### src/rtl/configurations_pkg.sv
// Shared sizing constants and FSM encoding for the lane memory controller.
package configurations_pkg;
  localparam int DATA_WIDTH      = 32;
  localparam int VECTOR_LENGTH   = 1024;
  localparam int MAX_OUTSTANDING = 4;

  typedef enum logic [1:0] {
    IDLE  = 2'd0,
    LOAD  = 2'd1,
    STORE = 2'd2,
    DONE  = 2'd3
  } mem_ctrl_state_t;
endpackage

### src/rtl/v_mem_addr_gen.sv
// Element address generator: base latched on start, stride added on every request fire.
module v_mem_addr_gen #(
  parameter int CNT_W = 11
) (
  input  logic             clk,
  input  logic             reset,
  input  logic             i_start,
  input  logic [31:0]      i_base,
  input  logic [31:0]      i_stride,
  input  logic             i_fire,
  output logic [31:0]      o_addr,
  output logic [CNT_W-1:0] o_issued
);
  logic [31:0]      r_addr;
  logic [31:0]      r_stride;
  logic [CNT_W-1:0] r_issued;

  always_ff @(posedge clk or negedge reset) begin
    if (!reset) begin
      r_addr   <= '0;
      r_stride <= '0;
      r_issued <= '0;
    end else if (i_start) begin
      r_addr   <= i_base;
      r_stride <= i_stride;
      r_issued <= '0;
    end else if (i_fire) begin
      // wraps modulo 2^32, so negative strides work as two's complement
      r_addr   <= r_addr + r_stride;
      r_issued <= r_issued + CNT_W'(1);
    end
  end

  assign o_addr   = r_addr;
  assign o_issued = r_issued;
endmodule

### src/rtl/v_lane_mem_ctrl.sv
// Lane memory controller: strided vector load/store sequencing between data memory and lane FIFOs.
module v_lane_mem_ctrl #(
  parameter int DATA_WIDTH      = configurations_pkg::DATA_WIDTH,
  parameter int VECTOR_LENGTH   = configurations_pkg::VECTOR_LENGTH,
  parameter int MAX_OUTSTANDING = configurations_pkg::MAX_OUTSTANDING
) (
  input  logic                               clk,
  input  logic                               reset,
  input  logic                               cmd_valid_i,
  output logic                               cmd_ready_o,
  input  logic                               cmd_store_i,
  input  logic [31:0]                        cmd_base_addr_i,
  input  logic [31:0]                        cmd_stride_i,
  input  logic [$clog2(VECTOR_LENGTH):0]     vector_length_i,
  output logic                               mem_req_valid_o,
  input  logic                               mem_req_ready_i,
  output logic                               mem_req_we_o,
  output logic [31:0]                        mem_addr_o,
  output logic [DATA_WIDTH-1:0]              mem_wdata_o,
  input  logic                               mem_rvalid_i,
  input  logic [DATA_WIDTH-1:0]              mem_rdata_i,
  output logic                               load_fifo_we_o,
  output logic [DATA_WIDTH-1:0]              load_fifo_wdata_o,
  input  logic                               load_fifo_almostfull_i,
  output logic                               store_fifo_re_o,
  input  logic [DATA_WIDTH-1:0]              store_fifo_rdata_i,
  input  logic                               store_fifo_empty_i,
  output logic                               busy_o,
  output logic                               done_o,
  output logic [1:0]                         state_o
);
  import configurations_pkg::*;

  localparam int LW = $clog2(VECTOR_LENGTH) + 1;
  localparam int OW = $clog2(MAX_OUTSTANDING + 1);

  // Handshakes (command and memory request): a transfer happens in a cycle
  // where valid and ready are both high; once valid is raised it stays high
  // with stable address/data until that transfer happens.
  mem_ctrl_state_t       r_state;
  mem_ctrl_state_t       w_next;
  logic [LW-1:0]         r_len;
  logic [LW-1:0]         r_received;
  logic [LW-1:0]         r_popped;
  logic [OW-1:0]         r_outstanding;
  logic                  r_load_hold;
  logic                  r_rd_inflight;
  logic                  r_hold_valid;
  logic [DATA_WIDTH-1:0] r_hold_data;
  logic [LW-1:0]         w_issued;
  logic [31:0]           w_addr;
  logic                  w_accept;
  logic                  w_fire;
  logic                  w_load_can;

  assign w_accept   = cmd_valid_i && cmd_ready_o;
  assign w_fire     = mem_req_valid_o && mem_req_ready_i;
  assign w_load_can = (w_issued < r_len) && (r_outstanding < OW'(MAX_OUTSTANDING))
                      && !load_fifo_almostfull_i;

  v_mem_addr_gen #(.CNT_W(LW)) u_addr_gen (
    .clk      (clk),
    .reset    (reset),
    .i_start  (w_accept),
    .i_base   (cmd_base_addr_i),
    .i_stride (cmd_stride_i),
    .i_fire   (w_fire),
    .o_addr   (w_addr),
    .o_issued (w_issued)
  );

  always_ff @(posedge clk or negedge reset) begin
    if (!reset) r_state <= IDLE;
    else        r_state <= w_next;
  end

  always_comb begin
    w_next = r_state;
    case (r_state)
      IDLE: begin
        if (w_accept) begin
          if (vector_length_i == '0) w_next = DONE;
          else if (cmd_store_i)      w_next = STORE;
          else                       w_next = LOAD;
        end
      end
      LOAD:    if (load_fifo_we_o && (r_received == r_len - LW'(1))) w_next = DONE;
      STORE:   if (w_fire && (w_issued == r_len - LW'(1)))          w_next = DONE;
      DONE:    w_next = IDLE;
      default: w_next = IDLE;
    endcase
  end

  always_comb begin
    cmd_ready_o     = 1'b0;
    busy_o          = 1'b1;
    done_o          = 1'b0;
    mem_req_valid_o = 1'b0;
    mem_req_we_o    = 1'b0;
    load_fifo_we_o  = 1'b0;
    store_fifo_re_o = 1'b0;
    case (r_state)
      IDLE: begin
        cmd_ready_o = 1'b1;
        busy_o      = 1'b0;
      end
      LOAD: begin
        mem_req_valid_o = r_load_hold || w_load_can;
        load_fifo_we_o  = mem_rvalid_i && (r_outstanding != '0);
      end
      STORE: begin
        mem_req_valid_o = r_hold_valid;
        mem_req_we_o    = 1'b1;
        // refill the hold register only when it is empty or draining this cycle
        store_fifo_re_o = (r_popped < r_len) && !store_fifo_empty_i && !r_rd_inflight
                          && (!r_hold_valid || mem_req_ready_i);
      end
      DONE:    done_o = 1'b1;
      default: busy_o = 1'b1;
    endcase
  end

  assign mem_addr_o        = mem_req_valid_o ? w_addr : '0;
  assign mem_wdata_o       = (mem_req_valid_o && mem_req_we_o) ? r_hold_data : '0;
  assign load_fifo_wdata_o = load_fifo_we_o ? mem_rdata_i : '0;
  assign state_o           = r_state;

  always_ff @(posedge clk or negedge reset) begin
    if (!reset) begin
      r_len         <= '0;
      r_received    <= '0;
      r_popped      <= '0;
      r_outstanding <= '0;
      r_load_hold   <= 1'b0;
      r_rd_inflight <= 1'b0;
      r_hold_valid  <= 1'b0;
      r_hold_data   <= '0;
    end else if (w_accept) begin
      r_len         <= vector_length_i;
      r_received    <= '0;
      r_popped      <= '0;
      r_outstanding <= '0;
      r_load_hold   <= 1'b0;
      r_rd_inflight <= 1'b0;
      r_hold_valid  <= 1'b0;
    end else begin
      r_load_hold <= (r_state == LOAD) && mem_req_valid_o && !mem_req_ready_i;
      if (r_state == LOAD) begin
        if (w_fire && !load_fifo_we_o)      r_outstanding <= r_outstanding + OW'(1);
        else if (!w_fire && load_fifo_we_o) r_outstanding <= r_outstanding - OW'(1);
      end
      if (load_fifo_we_o) r_received <= r_received + LW'(1);
      r_rd_inflight <= store_fifo_re_o;
      if (store_fifo_re_o) r_popped <= r_popped + LW'(1);
      if (r_rd_inflight) begin
        r_hold_valid <= 1'b1;
        r_hold_data  <= store_fifo_rdata_i;
      end else if (w_fire && (r_state == STORE)) begin
        r_hold_valid <= 1'b0;
      end
    end
  end
endmodule

### config.mk
export PLATFORM = sky130hd
export DESIGN_NAME = v_lane_mem_ctrl
export DESIGN_NICKNAME = d
export VERILOG_FILES = /design/src/rtl/configurations_pkg.sv /design/src/rtl/v_mem_addr_gen.sv /design/src/rtl/v_lane_mem_ctrl.sv
export SDC_FILE = /design/constraint.sdc
export NUM_CORES = 1
export LEC_CHECK = 0
export ABC_AREA = 1
export CAP_MARGIN = 20
export CORE_MARGIN = 8
export CORE_UTILIZATION = 51
export DETAILED_ROUTE_END_ITERATION = 8
export GPL_ROUTABILITY_DRIVEN = 0
export PLACE_DENSITY = 0.82
export SETUP_SLACK_MARGIN = 0.2
export SLEW_MARGIN = 20
export SYNTH_ARGS = -nofsm -noshare
export SYNTH_HDL_FRONTEND = slang
export SYNTH_SLANG_ARGS = --single-unit
### constraint.sdc
create_clock -name clk -period 3.4 [get_ports clk]
set_clock_uncertainty 0.2 [all_clocks]
set_input_delay 0.51 -clock clk [delete_from_list [all_inputs] [get_ports clk]]
set_output_delay 0.51 -clock clk [all_outputs]
set_load 0.02 [all_outputs]
# Yosys cells after proc, flatten, opt, wreduce, memory -nomap -nowiden
# Cells that the tools add are included.
[op_classes]
mux = 33
n_lt_le_gt_ge = 3
eq_ne = 8
addsub = 7
bitwise = 1
reduce_logical = 37
[ops]
columns = ["op", "n"]
rows = [
  ["$mux W32", 5],
  ["$mux W11", 6],
  ["$add A11 B1 Y11 const B", 3],
  ["$add A32 B32 Y32", 1],
  ["$eq A11 B11 Y1", 2],
  ["$lt A11 B11 Y1", 2],
  ["$logic_and A1 B1 Y1", 16],
  ["$mux W3", 4],
  ["$logic_not A11 Y1", 1],
  ["$mux W1", 11],
  ["$sub A11 B1 Y11 const B", 1],
  ["$mux W2", 5],
  ["$reduce_bool A3 Y1", 3],
  ["$pmux W2 S4", 1],
  ["$reduce_bool A2 Y1", 4],
  ["$logic_not A1 Y1", 7],
  ["$eq A2 B2 Y1 const B", 2],
  ["$ne A2 B2 Y1 const B", 2],
  ["$reduce_and A2 Y1", 2],
  ["$add A3 B1 Y3 const B", 1],
  ["$lt A3 B3 Y1 const B", 1],
  ["$reduce_and A3 Y1", 1],
  ["$sub A3 B1 Y3 const B", 1],
  ["$eq A2 B1 Y1 const B", 1],
  ["other kinds (5)", 6],
]
[totals]
out_inout_bits = 105
elab_cells = 101
register_bits = 148
input_bits = 147

# Longest topological paths before layout
[logic_depth]
depth_word = 12
depth_mapped = 19

# By module
# From an unflattened synthesis, not the netlist that was laid out.
[hier_totals]
hier_cells = 1597
area_unflattened_um2 = 10517.6
[modules_own_cells]
columns = ["module", "n_inst", "seq_area_each_um2", "cells_per_inst", "area_each_um2"]
rows = [
  ["v_mem_addr_gen", 1, 1876.8, 827, 5396.4],
  ["v_lane_mem_ctrl", 1, 1826.8, 770, 5121.2],
]

# Least setup slack after synthesis
# Ideal clock, no wire load.
[synth_timing]
kind = "register to output"
from = "register r_len[4]"
to = "output port mem_wdata_o[10]"
stages_incl_launch_ff = 15
slack_ns = 0.461
arrival_time_ns = 2.229
path_cell_list = "dfrtp_1 > inv_1 > ha_1 > nand2_1 > nand2_1 > a21oi_1 > nand2_1 > nand2_1 > nand2_1 > nand2_1 > nand2_2 > a21oi_4 > nand2_1 > clkbuf_1 > nor2_1"
[synth_between]
elab_chain_len = 7
[synth_lines]
columns = ["item", "line", "rtl"]
rows = [
  ["start, declared", "v_lane_mem_ctrl.sv:42", "logic [LW-1:0] r_len;"],
  ["start signal, assigned", "v_lane_mem_ctrl.sv:139", "r_len <= vector_length_i;"],
  ["$lt A11 B11 Y1", "v_lane_mem_ctrl.sv:58", "assign w_load_can = (w_issued < r_len) && (r_outstanding < OW'(MAX_OUTSTANDING))"],
  ["$logic_and A1 B1 Y1", "v_lane_mem_ctrl.sv:58", ""],
  ["$logic_and A1 B1 Y1", "v_lane_mem_ctrl.sv:59", "&& !load_fifo_almostfull_i;"],
  ["$logic_or A1 B1 Y1", "v_lane_mem_ctrl.sv:108", "mem_req_valid_o = r_load_hold || w_load_can;"],
  ["$pmux W1 S2", "v_lane_mem_ctrl.sv:102", "case (r_state)"],
  ["net mem_req_valid_o", "v_lane_mem_ctrl.sv:15", "output logic mem_req_valid_o,"],
  ["$logic_and A1 B1 Y1", "v_lane_mem_ctrl.sv:124", "assign mem_wdata_o = (mem_req_valid_o && mem_req_we_o) ? r_hold_data : '0;"],
  ["$mux W32", "v_lane_mem_ctrl.sv:124", ""],
  ["end, declared", "v_lane_mem_ctrl.sv:19", "output logic [DATA_WIDTH-1:0] mem_wdata_o,"],
]
# The timed path passes the listed nets, and every way through them passes these cells.

# Worst setup path in the final report
[layout_timing]
from = "register r_len[6]"
to = "output port mem_wdata_o[20]"
[layout_between]
elab_chain_len = 7
[layout_lines]
columns = ["item", "line"]
rows = [
  ["$lt A11 B11 Y1", "v_lane_mem_ctrl.sv:58"],
  ["$logic_and A1 B1 Y1", "v_lane_mem_ctrl.sv:58"],
  ["$logic_and A1 B1 Y1", "v_lane_mem_ctrl.sv:59"],
  ["$logic_or A1 B1 Y1", "v_lane_mem_ctrl.sv:108"],
  ["$pmux W1 S2", "v_lane_mem_ctrl.sv:102"],
  ["$logic_and A1 B1 Y1", "v_lane_mem_ctrl.sv:124"],
  ["$mux W32", "v_lane_mem_ctrl.sv:124"],
]
# No other way between the ends.

==> flow_metrics.py <==
metrics = {
    "status": {
        "status": "complete, no violations",
    },
    "global_routing": {
        "grt_pass1_wl_microns": 53800,
        "grt_pass1_vias": 11041,
        "grt_overflow": 0,
        "track_usage": 0.255,
        "grt_max_degree": 90,
        "antenna_found_initial": 1,
    },
    "cells_and_area": {
        "fin_area_sq_mm": 0.0140,
        "final_cell_mix": "396 x nand2_1, 201 x inv_1, 190 x nor2_1, 184 x clkdlybuf4s50_1, 146 x dfrtp_1",
        "utilization": 0.695,
        "final-seq-area_sq_mm": 0.00371,
        "finalNetCount": 1994,
        "drive_above_1_share": 0.120,
        "multi_input_area_sq_mm": 0.00587,
        "syn_to_final_growth_pct": 33.7,
        "final_common_cell": "nand2_1",
        "fillers": 1733,
    },
    "power": {
        "p_leak_nw": 7.17,
        "power.density_mw_per_mm2": 832,
        "total_power_w": 0.0117,
        "ir_worst_vdd_v": 0.000412,
    },
    "synthesis": {
        "seq_area_frac_synth": 0.354,
        "syn_area_sq_mm": 0.0105,
        "syn-num-nets": 1730,
        "ys_warn_count": 0,
        "ys_types": 51,
        "syn_area_per_cell_sq_um": 6.90,
        "synth_edf_count": 0,
        "syn_inst": 1519,
        "synth_ff_type": "dfrtp_1",
        "synth-seq-cells": 148,
        "async_flop_share": 1.00,
    },
    "timing": {
        "hold_viol_final": 0,
        "setup_tns_ns": 0,
        "final-setup-viol-count": 0,
        "max_freq_mhz": 310,
        "rsz0062_at_grt": "true",
        "tightest_slew_ns": 0.632,
        "layout_min_cycle_time_ns": 3.22,
        "max_slew_margin": 0.579,
        "drv_slew": 0,
        "period_share": 0.948,
        "holdWs_ns": 0.292,
    },
    "setup_path": {
        "startpoint_type": "flip-flop",
        "cp_slowest_cell": "dfrtp_1",
        "crit_cells": 15,
        "reg2reg_depth": 18,
        "crit_arrival_ns": 2.51,
        "critPathRequiredTime_ns": 2.69,
        "r2r-start": "r_len[1]",
        "path_max_fanout": 16,
        "critPathKind": "flip-flop to primary output",
        "critPathBufInv": 4,
        "path_delay_family": "simple AND/OR/NAND/NOR gates",
        "crit_chain": "inv_1, ha_1, nand2_1, inv_1, a21oi_1, nand2_1, nand2_1, nand2_1, nand2_1, nand2_2, a21oi_4, nand2_4, clkbuf_16, nor2_1, buf_4",
        "crit_path_end_kind": "primary output",
        "crit_top_cell": "nand2_1",
        "crit_path_start": "r_len[6]",
        "max_stage_delay_ns": 0.36,
    },
    "detailed_routing": {
        "vias": 10971,
        "routed_via_density": 5.31,
        "drt.antenna.violating_nets": 0,
        "post-route-drc-count": 0,
        "wl_per_cell_microns": 15.8,
        "routed_wirelength_microns": 32700,
        "drt_iter0_markers": 1005,
        "dr.pass1.iters": 6,
    },
    "cts": {
        "path_clk_slew_ns": 0.07,
        "cts_sinks": 148,
        "cts_max_level": 4,
        "cts_tree": "done",
        "cts_made_buffers": 17,
        "cts_max_path_buffers": 2,
        "root_buffer": "clkbuf_16",
        "clock_latency_ns": 0.44,
    },
    "min_path": {
        "holdPathStages": 2,
        "hold_class": "flip-flop to flip-flop",
        "worstHoldStart": "u_addr_gen.r_stride[21]",
    },
    "floorplanning": {
        "dieHeight_microns": 159,
        "io_pins": 252,
        "initial_utilization": 0.519,
        "coreArea_sq_mm": 0.0202,
        "fp.dieW_microns": 159,
        "fp-row-count": 52,
        "design.die.area_sq_mm": 0.0254,
    },
    "place": {
        "dp_hpwl_microns": 24400,
        "placed_area_sq_mm": 0.0134,
        "io_buffers": 251,
    },
    "run": {
        "drv_cap": 0,
    },
}
[registers in the layout, summed over array words and instances (netlist names)]
name	flops
r_load_hold	1
u_addr_gen.r_stride	32
r_popped	11
r_rd_inflight	1
r_hold_valid	1
u_addr_gen.o_issued	11
r_outstanding	3
r_received	11
u_addr_gen.o_addr	32
r_len	11
state_o	2
r_hold_data	32
[per-layer routing]
layer,vias up,wire length (microns),global-route usage
li1,5358,-,-
met5,-,0,0
met3,83,2340,0.0548
met4,0,1140,0.110
met1,5059,13400,0.306
met2,471,15800,0.435
[area by class of cell]
cell class / count / area share
diodes: 1 / 0.000179
flip-flops and latches: 148 / 0.265
inverters: 214 / 0.0575
well taps: 270 / 0.0241
multi-input cells: 1111 / 0.419
clock inverters: 14 / 0.0103
repair buffers: 291 / 0.193
clock buffers: 18 / 0.0313
[synthesized netlist by cell type (2+ instances only)]
master	instances	area share
xnor2_1	15	0.013
nand2_2	9	0.0054
mux2i_1	6	0.0057
nand2b_1	2	0.0012
buf_4	2	0.0014
buf_6	4	0.0043
nor2_2	4	0.0024
nand4_1	26	0.016
o21ai_2	6	0.0050
inv_1	207	0.074
clkbuf_1	29	0.010
o22ai_1	2	0.0012
fa_1	2	0.0038
nand2_4	2	0.0021
o211ai_1	2	0.0014
dfrtp_1	148	0.35
o21a_1	4	0.0029
o21ai_1	7	0.0033
o21bai_1	2	0.0014
a21o_1	2	0.0014
nor2_1	204	0.073
nor2_4	6	0.0064
buf_1	8	0.0029
or2_2	3	0.0018
a21oi_1	88	0.042
xor2_1	23	0.019
a211oi_1	2	0.0014
ha_1	62	0.074
nor4_1	7	0.0042
o21ai_0	75	0.036
inv_2	5	0.0018
buf_2	4	0.0019
nor3_1	22	0.011
nand3_2	5	0.0048
nand3b_1	8	0.0057
nand3_1	100	0.048
o31ai_1	3	0.0021
nand2_1	400	0.14
[stage by stage]
step           std cells  setup WS [ns]
5_1_grt             2067         0.0335
4_1_cts             2056          0.105
6_report            2067          0.175
3_5_place_dp        2018         0.0737
2_1_floorplan       1519          0.461
3_3_place_gp        2018         0.0991
[kinds of logic (layout without fill, tap and decap cells)]
family	Yosys count	count (layout)	synth area share
AOI/OAI and AO/OA	198	198	0.103
xor gates and xnor gates	38	38	0.0318
adders and majority gates	64	64	0.0779
buffers and inverters	261	537	0.0977
DFF	148	148	0.354
muxes	6	6	0.00573
other	0	1	0
and+or+nand+nor	804	805	0.330
[power breakdown]
group | switching [W] | internal (W) | leakage (nW) | total, W
sequential | 0.000450 | 0.00243 | 1.83 | 0.00288
clock | 0.000852 | 0.00105 | 0.285 | 0.00190
combinational | 0.00433 | 0.00255 | 5.06 | 0.00688
[what timing repair did]
| action | 4_1_cts | 5_1_grt |
|---|---|---|
| hold buffers | 1 | 0 |
| buffers inserted | 4 | 9 |
| gates cloned | 1 | 1 |
| endpoints found under the setup margin | 99 | 96 |
| gates resized for setup | 240 | 101 |
| hold endpoints to repair | 64 | 0 |
| pin swaps | 1 | 3 |
[path summary, 6_finish.rpt]
path | slack (ns) | to
worst max-delay path | 0.18 | mem_wdata_o[20]
worst min-delay path | 0.29 | u_addr_gen.r_stride[21]
worst max register to register | 0.48 | r_outstanding[2]
max in group asynchronous | 1.71 | r_len[3]
worst min register to register | 0.29 | u_addr_gen.r_stride[21]
min in group asynchronous | 0.43 | u_addr_gen.r_stride[15]
[worst reg2reg max path: cells and delay by family (launching register included)]
family | cells | cell delay, ns
AOI/OAI and AO/OA | 1 | 0.14
xor gates and xnor gates | 1 | 0.17
adders and majority gates | 3 | 0.87
buffers and inverters | 2 | 0.26
DFF | 1 | 0.41
and+or+nand+nor | 11 | 0.77
Note: power is estimated with default switching activity, not from simulation.
==> patch (config.mk and constraints unchanged) <==
Change the package constant `DATA_WIDTH` from 32 to 64.
--- a/src/rtl/configurations_pkg.sv
+++ b/src/rtl/configurations_pkg.sv
@@ -1,6 +1,6 @@
 // Shared sizing constants and FSM encoding for the lane memory controller.
 package configurations_pkg;
-  localparam int DATA_WIDTH      = 32;
+  localparam int DATA_WIDTH      = 64;
   localparam int VECTOR_LENGTH   = 1024;
   localparam int MAX_OUTSTANDING = 4;
 
Interface: changed (resized load_fifo_wdata_o, mem_rdata_i, mem_wdata_o and store_fifo_rdata_i); port bits go from 252 to 380. No check against the original RTL was run, so the function may have changed too.
==> patch against the unedited design <==
  * Power increased by 15%
  * Die area increased by 13%
  * Setup slack got worse by 93 ps
  * Worst hold slack got worse by 0.60 ps
  * Wire length increased by 34%
  * Synthesized cell count increased by 15%
  * Sequential cell count increased by 32
  * Final area increased by 26%
  * Via count increased by 20%
  * Clock power increased by 9%
  * Fmax decreased by 2.8%
  * Area after synthesis increased by 14%
  * Sequential share of layout area decreased by 0.90 points
==> patch: results (changes against the unedited design) <==
[run_status]
status = completed

[route]
dr.pass1.iters = 5  ; -1
wl_per_cell_um = 17.8  ; +12%
routed_via_density = 5.32  ; +0.23%
drt_iter0_markers = 1222  ; +22%

[finish]
finalNetCount = 2419  ; +21%
fin_cells = 2477  ; +20%
largest_reg_flops = 64
regMostFlops = r_hold_data
drive_above_1_share_pct = 14.0  ; +2.0 points

[sta]
worst_pin_slew_ps = 558  ; -74.5 ps

[placed_design]
placed_cell_area_mm2 = 0.0163  ; +22%
io_buffers = 379  ; +51%
dp_worst_setup_slack_ps = 91.2  ; +17.5 ps
dp_hpwl_um = 32300  ; +33%

[synthesis]
syn_nets = 2020  ; +17%
ys_types = 49  ; -3.9%
synth_top_area_cell = dfrtp_1
synth-xor-area-share_pct = 2.71  ; -0.47 points
synth_area_leaders = dfrtp_1, nand2_1, nor2_1
yosys_warnings = 0  ; unchanged
synthMuxAreaShare_pct = 0.418  ; -0.16 points
synth-compound-area-share_pct = 11.0  ; +0.68 points
yosysSeqAreaShare_pct = 37.6  ; +2.3 points
synth_area_per_cell_um2 = 6.86  ; -0.57%
synth_common_cells = nand2_1, nor2_1, inv_1
synth_fa_ha_area_share_pct = 6.82  ; -0.97 points

[clock_tree]
clk_path_buf_depth = 2  ; unchanged
htree_levels = 4  ; unchanged
clk_latency_ps = 450

[power]
power_mw = 13.5  ; +15%
ir_worst_vdd_v = 0.000372  ; -9.6%
pwr-share-clk_pct = 15.4  ; -0.9 points
p_int_mw = 6.91  ; +15%
leakagePower_nw = 9.40  ; +31%

[global_route]
grt_max_degree = 65  ; -28%
grt_pass1_vias = 12576  ; +14%
grt_pass1_wl_um = 65500  ; +22%
antenna_found_initial = 1  ; unchanged
grtUsageTotal_pct = 28.5  ; +3.0 points

[setup_path]
cp.arrival_ps = 2610  ; +100 ps
worstPathMaxFanout = 8  ; -8

-- patch: changes by cell type after synthesis, sizes merged, moves of 4 or more --
cell and change:
inv +59, a21oi +33, nand3 -8, nand3b -4, nand4 -6, nor2 +105
clkbuf +5, xor2 -4, dfrtp +32, buf +6
-- patch: worst paths after layout --
path	start	to	slack (ps)	depth (start not counted)
min in group asynchronous	reset	r_outstanding[1]	400	2
setup reg to reg	r_len[6]	u_addr_gen.o_issued[9]	590	18
hold reg to reg	u_addr_gen.r_stride[20]	u_addr_gen.r_stride[20]	290	2
hold / removal	u_addr_gen.r_stride[20]	u_addr_gen.r_stride[20]	290	2
setup / recovery	r_len[6]	mem_wdata_o[54]	80	15
max in group asynchronous	reset	r_len[7]	1750	3
-- patch: routing by layer --
metal	up-vias	part of all wire, %	global-route usage (%)
met5	-	0	0
met4	0	4.1	10.0
met3	161	7.3	5.82
met2	618	49	48.8
met1	6138	40	35.2
li1	6260	-	-
-- patch: layout make-up --
class / count / area [um2]
Multi-Input combinational cell: 1236 / 6730
Fill cell: 1733 / 5620
Sequential cell: 180 / 4510
Timing Repair Buffer: 438 / 4350
Inverter: 271 / 1020
Clock buffer: 17 / 425
Tap cell: 319 / 399
Clock inverter: 15 / 195
Antenna cell: 1 / 2.50
-- patch: worst max-delay path, stage by stage, from the launching register on --
cell and delay (ps):
dfrtp_1 410, inv_2 110, ha_4 220, nand2_4 60, inv_2 30, a21oi_2 110
nand2_1 80, nand2_1 60, nand2_1 50, nand2_1 80, nand2_2 70, a21oi_4 220
nand2_8 150, clkbuf_16 230, nor2_2 100, buf_4 150
-- patch: timing repair --
action,4_1_cts,5_1_grt
pin swaps,0,17
hold buffers,1,0
endpoints found under the setup margin,163,126
endpoints found under the hold margin,50,0
gates cloned,0,7
gates resized for setup,442,238
buffers inserted,3,10
